## src/rtl/match_event_logger_if.sv

```systemverilog
// rtl/match_event_logger_if.sv - match pulse input, clear and timestamp read-stream bundle
interface match_event_logger_if #(
    parameter int DEPTH = 4,
    parameter int TS_W  = 16,
    parameter int CNT_W = 8
);
    localparam int LVL_W = $clog2(DEPTH) + 1;

    logic             y;
    logic             clr;
    logic             rd_ready;
    logic             rd_valid;
    logic [TS_W-1:0]  rd_data;
    logic [CNT_W-1:0] match_count;
    logic [LVL_W-1:0] fifo_level;
    logic             overflow;

    modport master (
        input  y, clr, rd_ready,
        output rd_valid, rd_data, match_count, fifo_level, overflow
    );

    modport slave (
        output y, clr, rd_ready,
        input  rd_valid, rd_data, match_count, fifo_level, overflow
    );
endinterface

```

## src/rtl/match_event_logger.sv

```systemverilog
// rtl/match_event_logger.sv - timestamps 1001-detector match pulses into a small FIFO
// with a saturating match counter and a sticky overflow flag.
module match_event_logger #(
    parameter int DEPTH = 4,
    parameter int TS_W  = 16,
    parameter int CNT_W = 8
) (
    input  logic                clk,
    input  logic                rst_n,
    match_event_logger_if.master bus
);
    localparam int AW = $clog2(DEPTH);
    localparam int LW = AW + 1;

    logic [TS_W-1:0]  ts_q, ts_d;
    logic [AW-1:0]    wr_ptr_q, wr_ptr_d;
    logic [AW-1:0]    rd_ptr_q, rd_ptr_d;
    logic [LW-1:0]    level_q, level_d;
    logic             valid_q, valid_d;
    logic [TS_W-1:0]  head_q, head_d;
    logic [CNT_W-1:0] count_q, count_d;
    logic             ovf_q, ovf_d;
    logic [TS_W-1:0]  mem_q [DEPTH];
    logic [TS_W-1:0]  mem_d [DEPTH];

    logic          full;
    logic          pop;
    logic          push_ok;
    logic [AW-1:0] rd_next;

    always_comb begin
        ts_d     = ts_q;
        wr_ptr_d = wr_ptr_q;
        rd_ptr_d = rd_ptr_q;
        level_d  = level_q;
        valid_d  = valid_q;
        head_d   = head_q;
        count_d  = count_q;
        ovf_d    = ovf_q;
        mem_d    = mem_q;

        full    = (level_q == LW'(DEPTH));
        pop     = valid_q && bus.rd_ready;
        push_ok = bus.y && (!full || pop);
        rd_next = rd_ptr_q + 1'b1;

        if (bus.clr) begin
            ts_d     = '0;
            wr_ptr_d = '0;
            rd_ptr_d = '0;
            level_d  = '0;
            valid_d  = 1'b0;
            head_d   = '0;
            count_d  = '0;
            ovf_d    = 1'b0;
        end else begin
            ts_d = ts_q + 1'b1;

            if (push_ok) begin
                mem_d[wr_ptr_q] = ts_q;
                wr_ptr_d        = wr_ptr_q + 1'b1;
            end
            if (bus.y && !push_ok) begin
                ovf_d = 1'b1;
            end
            if (bus.y && (count_q != '1)) begin
                count_d = count_q + 1'b1;
            end
            if (pop) begin
                rd_ptr_d = rd_next;
            end

            level_d = level_q + LW'(push_ok) - LW'(pop);
            valid_d = (level_d != '0);

            // The head register tracks the entry at rd_ptr so rd_data never comes from the RAM read mux.
            if (push_ok && ((level_q == '0) || (pop && (level_q == LW'(1))))) begin
                head_d = ts_q;
            end else if (pop && (level_q > LW'(1))) begin
                head_d = mem_q[rd_next];
            end
        end
    end

    always_ff @(posedge clk or negedge rst_n) begin
        if (!rst_n) begin
            ts_q     <= '0;
            wr_ptr_q <= '0;
            rd_ptr_q <= '0;
            level_q  <= '0;
            valid_q  <= 1'b0;
            head_q   <= '0;
            count_q  <= '0;
            ovf_q    <= 1'b0;
        end else begin
            ts_q     <= ts_d;
            wr_ptr_q <= wr_ptr_d;
            rd_ptr_q <= rd_ptr_d;
            level_q  <= level_d;
            valid_q  <= valid_d;
            head_q   <= head_d;
            count_q  <= count_d;
            ovf_q    <= ovf_d;
        end
    end

    // Storage is never read while empty, so it carries no reset.
    always_ff @(posedge clk) begin
        mem_q <= mem_d;
    end

    assign bus.rd_valid    = valid_q;
    assign bus.rd_data     = head_q;
    assign bus.match_count = count_q;
    assign bus.fifo_level  = level_q;
    assign bus.overflow    = ovf_q;
endmodule
```

## src/flat_wrapper.sv

```systemverilog
// flat-port wrapper written by rule: the top's interface ports become plain ports
module match_event_logger_flat 
#(
    parameter int DEPTH = 4,
    parameter int TS_W  = 16,
    parameter int CNT_W = 8
)
  (clk, rst_n, bus_y, bus_clr, bus_rd_ready, bus_rd_valid, bus_rd_data, bus_match_count, bus_fifo_level, bus_overflow);
  match_event_logger_if #(.DEPTH(DEPTH), .TS_W(TS_W), .CNT_W(CNT_W)) bus_i ();
  input  logic clk;
  input  logic rst_n;
  input wire logic [$bits(bus_i.y)-1:0] bus_y;
  input wire logic [$bits(bus_i.clr)-1:0] bus_clr;
  input wire logic [$bits(bus_i.rd_ready)-1:0] bus_rd_ready;
  output wire logic [$bits(bus_i.rd_valid)-1:0] bus_rd_valid;
  output wire logic [$bits(bus_i.rd_data)-1:0] bus_rd_data;
  output wire logic [$bits(bus_i.match_count)-1:0] bus_match_count;
  output wire logic [$bits(bus_i.fifo_level)-1:0] bus_fifo_level;
  output wire logic [$bits(bus_i.overflow)-1:0] bus_overflow;
  assign bus_i.y = bus_y;
  assign bus_i.clr = bus_clr;
  assign bus_i.rd_ready = bus_rd_ready;
  assign bus_rd_valid = bus_i.rd_valid;
  assign bus_rd_data = bus_i.rd_data;
  assign bus_match_count = bus_i.match_count;
  assign bus_fifo_level = bus_i.fifo_level;
  assign bus_overflow = bus_i.overflow;
  match_event_logger #(.DEPTH(DEPTH), .TS_W(TS_W), .CNT_W(CNT_W)) u_core (.clk(clk), .rst_n(rst_n), .bus(bus_i));
endmodule
```

## config.mk

```make
export PLATFORM = sky130hd
export DESIGN_NAME = match_event_logger_flat
export DESIGN_NICKNAME = d
export VERILOG_FILES = /design/src/rtl/match_event_logger_if.sv /design/src/rtl/match_event_logger.sv /design/src/flat_wrapper.sv
export SDC_FILE = /design/constraint.sdc
export NUM_CORES = 1
export LEC_CHECK = 0
export ABC_AREA = 1
export CORE_MARGIN = 1
export CORE_UTILIZATION = 45
export DETAILED_ROUTE_END_ITERATION = 12
export PLACE_DENSITY = 0.6
export RECOVER_POWER = 25
export SYNTH_ARGS = -nofsm -noshare
export SYNTH_HDL_FRONTEND = slang
export SYNTH_SLANG_ARGS = --single-unit
```

## constraint.sdc

```tcl
create_clock -name clk -period 2.7 [get_ports clk]
set_input_delay 0.675 -clock clk [delete_from_list [all_inputs] [get_ports clk]]
set_output_delay 0.675 -clock clk [all_outputs]
set_load 0.01 [all_outputs]
```

==> flow_summary.toml <==
[run_status]
status = "finished clean"

[grt]
grt_pass1_wl_mm = 20.9
gr-total-overflow = 0
grt_antenna_before_repair = 0
grt_pass1_vias = 4274
grt_max_degree = 34
grtUsageTotal = 0.221

[route]
drtPass1Iterations = 5
vias = 4126
drt_iter0_drc = 265
route.detailed.drc = 0
antenna_left = 0
drt-wirelength-per-cell_microns = 15.0
drt_wl_total_mm = 12.4
viasPerCell = 5.00

[worst_setup_path]
crit_family = "adder cells"
worstRegToRegCells = 9
slowest_delay_ns = 0.47
rrSetupSlack_ns = 0.80
r2r-end = "u_core.bus.rd_valid$_DFF_PN0_"
critPathBufInv = 4
reg2reg_from = "u_core.bus.rd_valid$_DFF_PN0_"
crit_path_max_fanout = 4
arrival_ns = 2.47
path_class = "primary input to flip-flop"
worst_path_max_delay_cell = "clkdlybuf4s50_1"
worstPathRequired_ns = 2.98
cp-end-kind = "flip-flop"
cp-start-kind = "primary input"
crit_path_frequent_cell = "inv_1"
path_cells = "clkdlybuf4s50_1 -> nand2_2 -> inv_1 -> ha_1 -> inv_1 -> ha_1 -> inv_1 -> fa_1 -> xnor2_1 -> a31oi_1"

[yosys]
synth.most_common_cell = "nand2_1"
syn_nets = 636
synth_area_sq_um = 5450
ys_top_cells_by_area = "edfxtp_1, dfrtp_1, nand2_1"
ys_seq_area_frac = 0.577
syn_area_per_cell_sq_um = 8.80
yosysWarnings = 0
yosysTopAreaCell = "edfxtp_1"
async_reset_ff_frac = 0.434
synth_cells = 620
synthTopCellsByCount = "nand2_1, inv_1, edfxtp_1"
ys_types = 32
ys_seq_elements = 113
synth_top_area_frac = 0.352
synth_edf_count = 64
synth_ff_type = "edfxtp_1"

[finish]
syn_to_final_growth_pct = 19.8
finalNetCount = 685
n_antenna_cell = 0
drive_above_1_share = 0.0880
nFillCells = 1092

[timing]
maxSlewViolCount = 0
fin_ws_ns = 0.507
post-route-period-util = 0.812
max_freq_mhz = 456
worst_slew_pin_slew_ns = 0.945
final.setup_skew_ns = 0.00731
setup_violations = 0
period_needed_ns = 2.19
relSlewSlack = 0.370
setup_tns_ns = 0
rsz0062_at_grt = "no"
hold_violations = 0

[floorplanning]
die_h_microns = 112
core_area_sq_um = 11600
initial_utilization = 0.470
die-area_sq_um = 12600
die_x_microns = 112
placementRows = 39
ios = 34

[clock_network]
htreeDepth = 4
cts_root_buf = "clkbuf_16"
cts.sinks = 113
insertion_delay_ns = 0.41
ctsHoldBuffers = 0
ctsResizeCount = 0
cts_tree = "yes"
clockBufferDepth = 2
cts_buffers = 17
path_clk_slew_ns = 0.05
cts_setup_buffers = 0

[flow_run]
maxCapViolCount = 0

[power_and_ir_drop]
p_leak_nw = 3.07
ir_worst_vdd_v = 0.000482
p_per_area_nw_per_um2 = 880

[placement]
dp_hpwl_mm = 8.31
io_buffers = 33
globalplace.congestion = 0.761
dp_slack_ns = 0.0840

[hold_path]
hp-class = "primary input to async pin"
routing by layer:
metal / vias to the layer above / global-route usage / wire length [microns]
met4: 0 / 0.101 / 229
met3: 21 / 0.0508 / 461
met5: - / 0 / 0
met2: 83 / 0.382 / 6220
li1: 2071 / - / -
met1: 1951 / 0.264 / 5490
power by group:
part	internal [W]	switching [W]
logic	0.000661	0.00102
registers	0.00202	0.000130
clock network	0.00120	0.000721
per-stage QoR:
stage	std cells	util	hold slack, ns	cell area [sq um]	power (W)
5_1_grt	825	0.563	0.444	6540	0.00612
3_3_place_gp	793	0.519	0.490	6020	0.00385
2_1_floorplan	620	-	0.379	5450	0.00321
6_report	825	0.563	0.390	6540	0.00575
3_5_place_dp	793	0.519	0.496	6020	0.00387
4_1_cts	825	0.563	0.183	6540	0.00581
flip-flops by register name (all words and copies together) (netlist names):
signal / count
u_core.mem_q: 64
u_core.bus.fifo_level: 3
u_core.rd_ptr_q: 2
u_core.wr_ptr_q: 2
u_core.bus.rd_valid: 1
u_core.bus.overflow: 1
u_core.ts_q: 16
u_core.bus.match_count: 8
u_core.bus.rd_data: 16
layout make-up:
cell class / count / area (sq um) / share of cell area
Timing Repair Buffer: 51 / 509 / 0.0779
Clock inverter: 8 / 40.0 / 0.00613
Sequential cell: 113 / 3150 / 0.482
Inverter: 100 / 379 / 0.0580
Multi-Input combinational cell: 386 / 1810 / 0.277
Clock buffer: 24 / 472 / 0.0722
Tap cell: 143 / 179 / 0.0274
worst max path at each step:
stage	start	to	slack (ns)	cells after the start
after CTS	bus_rd_ready	u_core.bus.rd_valid$_DFF_PN0_	0.52	10
after global placement	bus_rd_ready	u_core.bus.rd_valid$_DFF_PN0_	0.15	10
after detailed placement	bus_rd_ready	u_core.bus.rd_valid$_DFF_PN0_	0.08	10
after floorplan	bus_rd_ready	u_core.mem_q[0]$_DFFE_PP_	0.40	6
after global routing	bus_rd_ready	u_core.bus.rd_valid$_DFF_PN0_	0.38	10
final	bus_rd_ready	u_core.bus.rd_valid$_DFF_PN0_	0.51	10
kinds of logic (layout without fill, tap and decap cells):
kind of cell | after synthesis | in the layout | share of synthesized area
fa+ha+maj | 11 | 11 | 0.0266
simple gates | 324 | 324 | 0.250
xor+xnor | 3 | 3 | 0.00482
compound gates | 48 | 48 | 0.0500
flops | 113 | 113 | 0.577
buf+inv | 121 | 183 | 0.0913
cell usage in the layout (no fill, tap or decap), types with 6 or more instances in the layout:
cell,netlist,layout
inv_1,93,93
clkbuf_16,0,17
nand4_1,20,20
buf_4,2,14
edfxtp_1,64,64
ha_1,10,10
o21ai_0,33,33
nand2_1,195,195
nor2_1,58,58
clkbuf_1,3,6
a21oi_1,9,9
clkdlybuf4s50_1,0,32
dfrtp_1,49,49
nand3_1,38,38
clkinv_2,1,6
Note: power is estimated with default switching activity, not from simulation.
